$ cat src/rtl/fetch_pkg.sv
// Shared types and constants for the instruction-fetch slice.
//   fetch_state_t : controller FSM encoding
//   q_entry_t     : one prefetch-queue entry {pc, instruction word}
package fetch_pkg;
    localparam int          INST_W          = 32;
    localparam int          WORD_BYTES      = 4;
    localparam int          ROM_WINDOW_BITS = 8;
    localparam logic [31:0] NOP             = 32'h0000_0000;

    typedef enum logic [1:0] {
        IDLE  = 2'd0,
        FETCH = 2'd1,
        FAULT = 2'd2
    } fetch_state_t;

    typedef struct packed {
        logic [INST_W-1:0] pc;
        logic [INST_W-1:0] data;
    } q_entry_t;
endpackage

$ cat src/rtl/fetch_queue.sv
// Prefetch FIFO, QDEPTH entries (power of two).
// Ports:
//   clk, reset_n      : clock, async active-low reset
//   push, push_entry  : write one entry (caller guarantees room, or a pop the same cycle)
//   pop               : consume head (ignored when empty)
//   flush             : empty the queue at the clock edge, overrides push/pop
//   count             : occupancy, log2(QDEPTH)+1 bits
//   head, head_valid  : current head entry and its validity
module fetch_queue
    import fetch_pkg::*;
#(
    parameter int QDEPTH = 2,
    localparam int PW    = $clog2(QDEPTH)
) (
    input  logic      clk,
    input  logic      reset_n,
    input  logic      push,
    input  q_entry_t  push_entry,
    input  logic      pop,
    input  logic      flush,
    output logic [PW:0] count,
    output q_entry_t  head,
    output logic      head_valid
);
    q_entry_t      mem [QDEPTH];
    logic [PW-1:0] rd_ptr;
    logic [PW-1:0] wr_ptr;
    logic          do_pop;

    assign head_valid = (count != '0);
    assign do_pop     = pop && head_valid;
    assign head       = mem[rd_ptr];

    // Pointers wrap naturally because QDEPTH is a power of two.
    always_ff @(posedge clk or negedge reset_n) begin
        if (!reset_n) begin
            rd_ptr <= '0;
            wr_ptr <= '0;
            count  <= '0;
        end else if (flush) begin
            rd_ptr <= '0;
            wr_ptr <= '0;
            count  <= '0;
        end else begin
            if (push)   wr_ptr <= wr_ptr + 1'b1;
            if (do_pop) rd_ptr <= rd_ptr + 1'b1;
            count <= count + {{PW{1'b0}}, push} - {{PW{1'b0}}, do_pop};
        end
    end

    // Storage needs no reset: entries are only observed while counted valid.
    always_ff @(posedge clk) begin
        if (push && !flush) mem[wr_ptr] <= push_entry;
    end
endmodule

$ cat src/rtl/imem_fetch_ctrl.sv
// Instruction-fetch sequencer for a combinational 64-word instruction ROM.
// Owns the PC, drives rom_addr, buffers fetched words in fetch_queue and
// hands them to decode over inst_valid/inst_ready.
// Ports:
//   clk, reset_n                  : clock, async active-low reset
//   start, halt                   : leave IDLE / suppress new fetches (levels)
//   rom_addr, rom_data            : ROM address (registered PC) and same-cycle data
//   inst_valid/data/pc, inst_ready: decode handshake on the queue head
//   redirect_valid, redirect_pc   : flush and refetch from a new PC
//   fault, fault_pc               : sticky fetch fault and the PC that caused it
//   busy                          : fetching or queue non-empty
// Optional build macro FETCH_PERF_CNT_EN adds fetch_count / stall_count.
module imem_fetch_ctrl
    import fetch_pkg::*;
#(
    parameter logic [23:0] BASE_ADDRESS = 24'd0,
    parameter logic [31:0] RESET_PC     = 32'h0000_0000,
    parameter int          QDEPTH       = 2
) (
    input  logic        clk,
    input  logic        reset_n,
    input  logic        start,
    input  logic        halt,
    output logic [31:0] rom_addr,
    input  logic [31:0] rom_data,
    output logic        inst_valid,
    output logic [31:0] inst_data,
    output logic [31:0] inst_pc,
    input  logic        inst_ready,
    input  logic        redirect_valid,
    input  logic [31:0] redirect_pc,
    output logic        fault,
    output logic [31:0] fault_pc,
    output logic        busy
`ifdef FETCH_PERF_CNT_EN
    ,
    output logic [31:0] fetch_count,
    output logic [31:0] stall_count
`endif
);
    localparam int           PW      = $clog2(QDEPTH);
    localparam logic [PW:0]  DEPTH_C = (PW+1)'(QDEPTH);

    fetch_state_t state, state_nx;
    logic [31:0]  pc;
    logic [PW:0]  q_count;
    q_entry_t     head;
    logic         head_valid;
    logic         pop, redir, legal, fetch_try, push;

    assign pop   = head_valid && inst_ready;
    // Redirects are ignored until the controller has been started.
    assign redir = redirect_valid && (state != IDLE);
    assign legal = (pc[1:0] == 2'b00) && (pc[31:ROM_WINDOW_BITS] == BASE_ADDRESS);
    // A pop this cycle frees a slot, so a full queue can still accept a push.
    assign fetch_try = (state == FETCH) && !halt && !redirect_valid &&
                       ((q_count < DEPTH_C) || pop);
    assign push  = fetch_try && legal;

    fetch_queue #(.QDEPTH(QDEPTH)) u_queue (
        .clk        (clk),
        .reset_n    (reset_n),
        .push       (push),
        .push_entry ('{pc: pc, data: rom_data}),
        .pop        (pop),
        .flush      (redir),
        .count      (q_count),
        .head       (head),
        .head_valid (head_valid)
    );

    always_ff @(posedge clk or negedge reset_n) begin
        if (!reset_n) state <= IDLE;
        else          state <= state_nx;
    end

    always_comb begin
        state_nx = state;
        case (state)
            IDLE:    if (start) state_nx = FETCH;
            FETCH:   if (fetch_try && !legal) state_nx = FAULT;
            FAULT:   state_nx = FAULT;
            default: state_nx = IDLE;
        endcase
        // An illegal redirect target re-faults on its first fetch attempt.
        if (redir) state_nx = FETCH;
    end

    always_ff @(posedge clk or negedge reset_n) begin
        if (!reset_n) begin
            pc       <= RESET_PC;
            fault    <= 1'b0;
            fault_pc <= '0;
        end else if (redir) begin
            pc    <= redirect_pc;
            fault <= 1'b0;
        end else begin
            if (push) pc <= pc + 32'(WORD_BYTES);
            if (fetch_try && !legal) begin
                fault    <= 1'b1;
                fault_pc <= pc;
            end
        end
    end

    assign rom_addr   = pc;
    assign inst_valid = head_valid;
    assign inst_data  = head_valid ? head.data : NOP;
    assign inst_pc    = head_valid ? head.pc   : '0;
    assign busy       = (state == FETCH) || (q_count != '0);

`ifdef FETCH_PERF_CNT_EN
    always_ff @(posedge clk or negedge reset_n) begin
        if (!reset_n) begin
            fetch_count <= '0;
            stall_count <= '0;
        end else begin
            if (push && (fetch_count != '1)) fetch_count <= fetch_count + 1'b1;
            if ((state == FETCH) && head_valid && !inst_ready && (stall_count != '1))
                stall_count <= stall_count + 1'b1;
        end
    end
`endif
endmodule

$ cat config.mk
export PLATFORM = sky130hd
export DESIGN_NAME = imem_fetch_ctrl
export DESIGN_NICKNAME = d
export VERILOG_FILES = /design/src/rtl/fetch_pkg.sv /design/src/rtl/fetch_queue.sv /design/src/rtl/imem_fetch_ctrl.sv
export SDC_FILE = /design/constraint.sdc
export NUM_CORES = 1
export LEC_CHECK = 0
export CORE_ASPECT_RATIO = 1.1
export CORE_MARGIN = 3
export CORE_UTILIZATION = 49
export DETAILED_ROUTE_END_ITERATION = 12
export PLACE_DENSITY = 0.79
export RECOVER_POWER = 100
export SLEW_MARGIN = 20
export SYNTH_ARGS = -nofsm -noshare
export SYNTH_HDL_FRONTEND = slang
export SYNTH_HIERARCHICAL = 1
export SYNTH_SLANG_ARGS = --single-unit
$ cat constraint.sdc
create_clock -name clk -period 8.95 [get_ports clk]
set_input_delay 2.685 -clock clk [delete_from_list [all_inputs] [get_ports clk]]
set_output_delay 2.685 -clock clk [all_outputs]
set_load 0.02 [all_outputs]
==> results of run 1 <==
-- tightest hold or removal path: stages (launching register included) --
cell     delay (ns)
dfrtp_1        0.35
nand2_1        0.05
o21ai_0        0.06
-- registers in the layout (all words and copies together) (netlist names) --
signal          cells
rom_addr           32
u_queue/mem       128
u_queue/wr_ptr      1
fault               1
u_queue/rd_ptr      1
fault_pc           32
state               2
u_queue/count       2
-- synthesized netlist by cell type (2+ instances only) --
master / instances / area share [%]
nor2_1: 7 / 0.32
o21ai_1: 2 / 0.12
inv_1: 8 / 0.37
o21ai_0: 4 / 0.25
buf_1: 2 / 0.092
a31oi_1: 2 / 0.15
nand2_1: 87 / 4.0
mux2_4: 7 / 1.3
buf_6: 8 / 1.1
mux2_2: 85 / 12
a211oi_1: 2 / 0.18
a31o_2: 2 / 0.21
nor4_1: 7 / 0.54
nand2b_1: 2 / 0.15
nor2b_1: 2 / 0.15
and2_1: 65 / 5.0
mux2_1: 4 / 0.55
nand4_1: 2 / 0.15
dfrtp_1: 71 / 22
clkbuf_1: 12 / 0.55
xnor2_1: 4 / 0.43
ha_1: 6 / 0.92
edfxtp_1: 128 / 47
buf_2: 2 / 0.12
-- routing by layer --
layer | vias up | wire length [µm] | global-route usage [%]
met5 | - | 0 | 0
met4 | 0 | 177 | 5.362
met3 | 16 | 1112 | 5.158
met2 | 163 | 8859 | 33.73
met1 | 2455 | 7546 | 25.64
li1 | 2330 | - | -
-- how the worst min path moves through the flow --
| stage | start | slack [ns] | cells after the start | to |
|---|---|---|---|---|
| 2_1_floorplan | u_queue/wr_ptr | 0.52 | 2 | u_queue/wr_ptr |
| 3_3_place_gp | fault | 0.46 | 2 | fault |
| 3_5_place_dp | fault_pc[6] | 0.47 | 2 | fault_pc[6] |
| 4_1_cts | fault_pc[6] | 0.49 | 2 | fault_pc[6] |
| 5_1_grt | fault_pc[3] | 0.52 | 1 | fault_pc[3] |
| 6_report | fault_pc[6] | 0.49 | 2 | fault_pc[6] |
-- area by class of cell --
type                    count  area share (%)
inverters                   8          0.2776
diodes                      1         0.02314
repair buffers            206           18.76
multi-input cells         312           21.23
well taps                 200           2.314
flip-flops and latches    199           51.98
clock buffers              18           3.968
clock inverters            14           1.446
-- through the flow --
stage	worst slack, ns	util [%]	area (µm²)	total power [W]	hold WS (ns)
after detailed placement	3.263	64.29	10310	0.002185	0.4739
after global routing	1.620	67.43	10810	0.002978	0.5174
after CTS	3.321	67.95	10900	0.002950	0.4915
after global placement	3.360	64.29	10310	0.002153	0.4625
final	2.187	67.45	10820	0.002838	0.4890
after floorplan	0.1131	-	8165	0.001734	0.5167
-- placed cells by master, fill, tap and decap left out, types with 7 or more instances in the layout --
cell | synthesis | routed
and2_1 | 65 | 31
inv_1 | 8 | 8
mux2_1 | 4 | 11
nand2_1 | 87 | 87
clkbuf_16 | 0 | 17
clkdlybuf4s50_1 | 0 | 89
and2_0 | 0 | 34
nor4_1 | 7 | 8
dlygate4sd3_1 | 0 | 110
edfxtp_1 | 128 | 128
dfrtp_1 | 71 | 70
mux2_2 | 85 | 85
nor2_1 | 7 | 7
-- logic make-up (layout without fill, tap and decap cells) --
family / Yosys count / count (layout) / synth area share (%)
flip-flops: 199 / 199 / 68.83
AND/OR/NAND/NOR: 184 / 184 / 11.80
multiplexers: 97 / 97 / 13.68
buffers and inverters: 32 / 246 / 2.237
AO/OA/AOI/OAI: 20 / 20 / 1.824
adder cells (fa/ha/maj): 6 / 6 / 0.9194
XOR/XNOR: 5 / 5 / 0.7048
other: 0 / 1 / 0
-- power groups by stage --
stage	Combinational [W]	Sequential, W	Clock, W
after CTS	0.000831	0.00134	0.000776
after detailed placement	0.000825	0.00136	0
after global routing	0.000802	0.00136	0.000815
after floorplan	0.000247	0.00149	0
final	0.000747	0.00133	0.000758
after global placement	0.000806	0.00135	0
==> results.cfg, run 1 <==
[worst_setup_path]
path_buf_inv = 1
crit_start = u_queue/count[1]
cp.depth = 3
worstPathRequired_ns = 6.27
crit_fanout = 67
critPathCapture = inst_data[2]
critPathKind = register to output port
start_kind = register
cp_data_arrival_time_ns = 4.08
r2r-end = u_queue/mem[1][32]
worst_setup_path_end_kind = output port
slowest_delay_ns = 2.24
reg2regPathDepth = 5
cp_cell_sequence = or2_0 -> and2_1 -> dlygate4sd3_1
critPathTopFamily = simple AND/OR/NAND/NOR gates
r2r_start = u_queue/count[1]
slowest_stage = or2_0
r2r_slack_ns = 2.46

[clock_tree]
cts_tree = built
cts_setup_buffers = 0
cts_buffers = 17
cts_max_level = 4
root_buffer = clkbuf_16
clk_path_buf_depth = 2
path_clk_slew_ns = 0.07
hold_buffers = 0
clock_sinks = 199
ctsResizeCount = 0
clk_latency_ns = 0.42

[yosys]
synth_nets = 619
syn_inst = 543
ys_async_sr_fraction_pct = 35.68
synth_area_um2 = 8165
synth_cell_types = 46
synth_edf_count = 128
yosysSeqAreaShare_pct = 68.83
synthFlopType = edfxtp_1
yosysWarnings = 6
ys_ff_latch = 199
synth.avg_cell_area_um2 = 15.04

[route]
viasPerCell = 5.182
ant_nets = 0
drc = 0
first_iter_violations = 380
drt-total-wl_um = 17700
drt_pre_antenna_iters = 4
wire_per_inst_um = 18.47
num_vias = 4964

[timing]
period_needed_ns = 6.763
skew_ns = 0.007054
tns_ns = 0
post-route-period-util_pct = 75.57
hold_viol = 0
slew_headroom_pct = -162.2
rsz0062_at_grt = false
setup_violations = 0
worstMarginPinSlew_ns = 3.933
report.final.slew_viol_count = 252
fmax_mhz = 147.9

[placed_design]
dp_cells = 924
finalWeightedCongestion = 0.7626
io_buffers = 200
dp_hpwl_um = 11620

[power]
p_leak_nw = 4.191
power.share.clock_pct = 26.7
power_frac_comb_pct = 26.3
p_switching_w = 0.0008971
swShare_pct = 31.61
internal_power_w = 0.001941
ir_worst_vdd_v = 0.0001744
power.density_nw_per_um2 = 262.4
p_seq_share_pct = 47.0

[hold_path]
hold_path_class = register to register

[cells_and_area]
register_area_um2 = 5622
multi_input_area_um2 = 2296
stdcell_count = 958
nFillCells = 1137
areaGrowthSynthToFinish_pct = 32.46
drive_above_1_share_pct = 16.12
nNetsFinal = 820

[flow_run]
maxCapViolations = 4

[global_routing]
grt_pass1_wl_um = 28190
grt.overflow.total = 0
grt_usage_pct = 19.94
grt_max_degree = 72
grt_pass1_vias = 5288
antenna_found_initial = 1

[die]
start_util_pct = 50.92
die_x_um = 129.1
rows = 48
die_area_um2 = 18250
die_h_um = 141.4
boundaryPins = 201
core_area_um2 = 16040

[run_status]
status = finished with violations
violations = max-capacitance violations, max-slew violations
(Power assumes the default switching activity.)
==> inputs of run 2 (changes only) <==
--- a/config.mk
+++ b/config.mk
@@ -7,9 +7,9 @@
 export LEC_CHECK = 0
 export CORE_ASPECT_RATIO = 1.1
 export CORE_MARGIN = 3
-export CORE_UTILIZATION = 49
+export CORE_UTILIZATION = 45
 export DETAILED_ROUTE_END_ITERATION = 12
-export PLACE_DENSITY = 0.79
+export PLACE_DENSITY = 0.77
 export RECOVER_POWER = 100
 export SLEW_MARGIN = 20
 export SYNTH_ARGS = -nofsm -noshare
==> constraint.sdc (replaced) <==
create_clock -name clk -period 5.9 [get_ports clk]
set_input_delay 1.77 -clock clk [delete_from_list [all_inputs] [get_ports clk]]
set_output_delay 1.77 -clock clk [all_outputs]
set_load 0.02 [all_outputs]
==> results.cfg, run 2 (same netlist as run 1, synthesis figures left out) <==
[run_status]
status = finished with violations
violations = max-capacitance violations, max-slew violations

[global_routing]
grt_pass1_vias = 5510
antenna_found_initial = 1
grt_max_degree = 72
grt_usage_pct = 19.30
grt.overflow.total = 0
grt_pass1_wl_um = 29580

[die]
core_area_um2 = 17740
die_h_um = 147.3
rows = 51
die_x_um = 134.4
die_area_um2 = 19800
start_util_pct = 46.03
boundaryPins = 201

[cells_and_area]
diodes = 0
areaGrowthSynthToFinish_pct = 33.73
largest_reg_flops = 128
regMostFlops = u_queue/mem
nNetsFinal = 821
final_common_cell = dlygate4sd3_1
utilization_pct = 61.55
layout_common_cells = dlygate4sd3_1, edfxtp_1, nand2_1
drive_above_1_share_pct = 16.89

[route]
ant_nets = 0
dr_wl_met3_um = 1061
highest_layer = met5
wl_met2_um = 9291
num_vias = 5016
first_iter_violations = 247
drt_pre_antenna_iters = 4
wire_per_inst_um = 18.57
drc = 0
drt-total-wl_um = 18490
viasPerCell = 5.036
m1WireLength_um = 7895

[worst_setup_path]
r2r_slack_ns = 1.54
crit_start = u_queue/rd_ptr
cp_cell_sequence = buf_4 -> mux2_2 -> and2_1 -> dlygate4sd3_1
crit_fanout = 51
start_kind = register
cp_data_arrival_time_ns = 3.17
worst_setup_path_end_kind = output port
slowest_stage = dfrtp_2
worstPathRequired_ns = 4.13
critPathKind = register to output port
reg2regPathDepth = 6
r2r_start = u_queue/count[1]
slowest_delay_ns = 1.17
r2r-end = u_queue/mem[0][56]

[timing]
slew_headroom_pct = -24.93
skew_ns = 0.01114
post-route-period-util_pct = 83.72
setup_violations = 0
tns_ns = 0
period_needed_ns = 4.939
report.final.slew_viol_count = 72
worst_slack_ns = 0.9606
rsz0062_at_grt = false
worstMarginPinSlew_ns = 1.874
fmax_mhz = 202.5
hold_viol = 0

[hold_path]
hold_path_class = register to register
hold_depth = 1
hold_start = fault_pc[7]
whs_endpoint = fault_pc[7]

[clock_tree]
clock_sinks = 199
ctsResizeCount = 0
root_buffer = clkbuf_16
cts_tree = built
clk_latency_ns = 0.43
cts_max_level = 4
cts_setup_buffers = 0
clk_path_buf_depth = 2
path_clk_slew_ns = 0.07
hold_buffers = 0
cts_buffers = 17

[power]
p_leak_nw = 4.338
power.density_nw_per_um2 = 401.5
ir_worst_vdd_v = 0.0002509

[flow_run]
maxCapViolations = 2

[placed_design]
dp_hpwl_um = 12380
dp_slack_ns = 1.298
io_buffers = 200
finalWeightedCongestion = 0.7781
## run 2: final cells by class
cell class,count,area [µm²]
clock buffer,18,429.2
clock inverter,14,193.9
fill,1404,6820
inverter,8,30.03
multi-input combinational,312,2296
sequential,199,5622
tap,238,297.8
timing repair buffer,207,2051
## run 2: report_power, final
part           internal (W)  switching (W)  total [W]  leakage (nW)
registers           0.00177       0.000252    0.00202          2.04
logic              0.000506       0.000629    0.00114          2.01
clock network      0.000714       0.000510    0.00122         0.293
## run 2: through the flow
| step | total power [W] | cell area [µm²] | hold WS [ns] | instances |
|---|---|---|---|---|
| after global routing | 0.004604 | 10920 | 0.5201 | 996 |
| after floorplan | 0.002631 | 8170 | 0.5354 | 543 |
| after global placement | 0.003274 | 10380 | 0.4629 | 963 |
| final | 0.004384 | 10920 | 0.4902 | 996 |
| after CTS | 0.004566 | 11030 | 0.5027 | 996 |
| after detailed placement | 0.003330 | 10400 | 0.4788 | 964 |
## run 2: worst max-delay path, delay by kind of cell (launching register included)
kind                   cells  cell delay (ns)
DFF                        1             1.17
buffers and inverters      2             1.04
muxes                      1             0.37
and+or+nand+nor            1             0.16
## run 2: per-layer routing
| metal | vias to the layer above | track usage (%) |
|---|---|---|
| met5 | - | 0 |
| li1 | 2328 | - |
| met3 | 23 | 5.274 |
| met1 | 2509 | 24.20 |
| met2 | 154 | 32.77 |
| met4 | 2 | 5.957 |
## run 2: how the worst max path moves through the flow
stage / endpoint / slack [ns]
after floorplan: u_queue/mem[0][0] / 0.25
after global placement: u_queue/mem[1][45] / 1.41
after detailed placement: u_queue/mem[1][40] / 1.30
after CTS: inst_data[21] / 1.31
after global routing: u_queue/mem[0][50] / 0.74
final: inst_data[21] / 0.96
==> inputs of run 3 (changes only) <==
--- a/config.mk
+++ b/config.mk
@@ -7,9 +7,9 @@
 export LEC_CHECK = 0
 export CORE_ASPECT_RATIO = 1.1
 export CORE_MARGIN = 3
-export CORE_UTILIZATION = 45
+export CORE_UTILIZATION = 49
 export DETAILED_ROUTE_END_ITERATION = 12
-export PLACE_DENSITY = 0.77
+export PLACE_DENSITY = 0.79
 export RECOVER_POWER = 100
 export SLEW_MARGIN = 20
 export SYNTH_ARGS = -nofsm -noshare
==> constraint.sdc (replaced) <==
create_clock -name clk -period 4.84 [get_ports clk]
set_input_delay 1.452 -clock clk [delete_from_list [all_inputs] [get_ports clk]]
set_output_delay 1.452 -clock clk [all_outputs]
set_load 0.02 [all_outputs]
==> results.cfg, run 3 (same netlist as run 1, synthesis figures left out) <==
[hold_path]
hold_depth = 1
hold_start = fault_pc[15]
whs_endpoint = fault_pc[15]
hold_path_class = register to register

[cells_and_area]
largest_reg_flops = 128
diodes = 0
nFillCells = 1111
drive_above_1_share_pct = 16.82
utilization_pct = 67.84
nNetsFinal = 824
areaGrowthSynthToFinish_pct = 33.24
final_common_cell = dlygate4sd3_1
layout_common_cells = dlygate4sd3_1, edfxtp_1, nand2_1
regMostFlops = u_queue/mem

[route]
viasPerCell = 5.203
drt_pre_antenna_iters = 6
drc = 0
num_vias = 5000
drt-total-wl_um = 17750
first_iter_violations = 240
ant_nets = 0
wire_per_inst_um = 18.47

[timing]
tns_ns = 0
report.final.slew_viol_count = 72
skew_ns = 0.01363
period_needed_ns = 4.451
slew_headroom_pct = -19.42
fmax_mhz = 224.7
post-route-period-util_pct = 91.96
rsz0062_at_grt = false
worstMarginPinSlew_ns = 1.791
hold_viol = 0
worst_slack_ns = 0.3889
setup_violations = 0

[die]
rows = 48
start_util_pct = 50.92
boundaryPins = 201
die_h_um = 141.4
die_x_um = 129.1
die_area_um2 = 18250
core_area_um2 = 16040

[global_routing]
grt_max_degree = 72
grt_usage_pct = 19.86
grt.overflow.total = 0
antenna_found_initial = 0
grt_pass1_vias = 5254
grt_pass1_wl_um = 27990

[power]
power.density_nw_per_um2 = 483.8
p_leak_nw = 4.320
ir_worst_vdd_v = 0.0003022

[worst_setup_path]
critPathKind = register to output port
r2r-end = u_queue/mem[0][57]
cp_data_arrival_time_ns = 3.00
reg2regPathDepth = 6
r2r_slack_ns = 0.59
start_kind = register
worst_setup_path_end_kind = output port
crit_fanout = 42
r2r_start = u_queue/count[1]
worstPathRequired_ns = 3.39

[run_status]
status = finished with violations
violations = max-capacitance violations, max-slew violations

[clock_tree]
cts_setup_buffers = 0
cts_tree = built
root_buffer = clkbuf_16
clk_path_buf_depth = 2
cts_buffers = 17
clock_sinks = 199
path_clk_slew_ns = 0.07
ctsResizeCount = 0
hold_buffers = 0
clk_latency_ns = 0.42
cts_max_level = 4

[flow_run]
maxCapViolations = 1

[placed_design]
dp_slack_ns = 0.6943
dp_hpwl_um = 12100
finalWeightedCongestion = 0.7994
io_buffers = 200
## run 3: changes by cell type in the layout (fill, tap and decap cells not counted), sizes merged
cell | before | now
clkinv | 3 | 4
clkinvlp | 4 | 2
bufinv | 4 | 2
dlygate4sd3 | 142 | 133
clkbuf | 22 | 29
clkdlybuf4s50 | 57 | 66
inv | 11 | 10
## run 3: worst max path at each step
stage | startpoint | to | slack, ns | cells past startpoint
floorplan | inst_ready | u_queue/mem[0][0] | 0.39 | 4
detailed placement | inst_ready | u_queue/mem[0][2] | 0.69 | 6
global route | u_queue/rd_ptr | inst_data[4] | 0.18 | 4
finish | u_queue/rd_ptr | inst_pc[16] | 0.39 | 4
CTS | u_queue/rd_ptr | inst_pc[16] | 0.49 | 4
global placement | inst_ready | u_queue/mem[0][5] | 0.75 | 6
## run 3: final cells by class
cell class,count,area (µm²),area share (%)
Clock buffer,22,475.5,4.370
Clock inverter,10,118.9,1.093
Inverter,8,30.03,0.2760
Multi-Input combinational cell,312,2303,21.17
Sequential cell,199,5622,51.67
Tap cell,200,250.2,2.300
Timing Repair Buffer,210,2079,19.11
## run 3: stage by stage
stage | std cells | hold WS (ns) | total power [W] | instance area, µm²
after floorplan | 543 | 0.5396 | 0.003209 | 8177
after global placement | 928 | 0.4696 | 0.004008 | 10370
after detailed placement | 929 | 0.4800 | 0.004070 | 10390
after CTS | 961 | 0.4967 | 0.005471 | 10980
after global routing | 961 | 0.5134 | 0.005513 | 10880
final | 961 | 0.4844 | 0.005263 | 10880
## run 3: where the power goes
part           switching, W  internal [W]
Clock              0.000581      0.000810
Combinational      0.000771      0.000616
Sequential         0.000324       0.00216
## run 3: worst max-delay path, stage by stage, from the launching register on
cell	delay, ns
dfrtp_2	0.97
clkbuf_2	0.53
mux2_2	0.38
and2_1	0.16
clkdlybuf4s50_1	0.54
## run 3: routing by layer
metal,wire (µm),global-route usage [%],vias to the layer above
met3,1011,5.196,14
met1,7696,26.42,2458
met4,201,5.362,0
li1,-,-,2350
met2,8840,32.61,178
met5,0,0,-
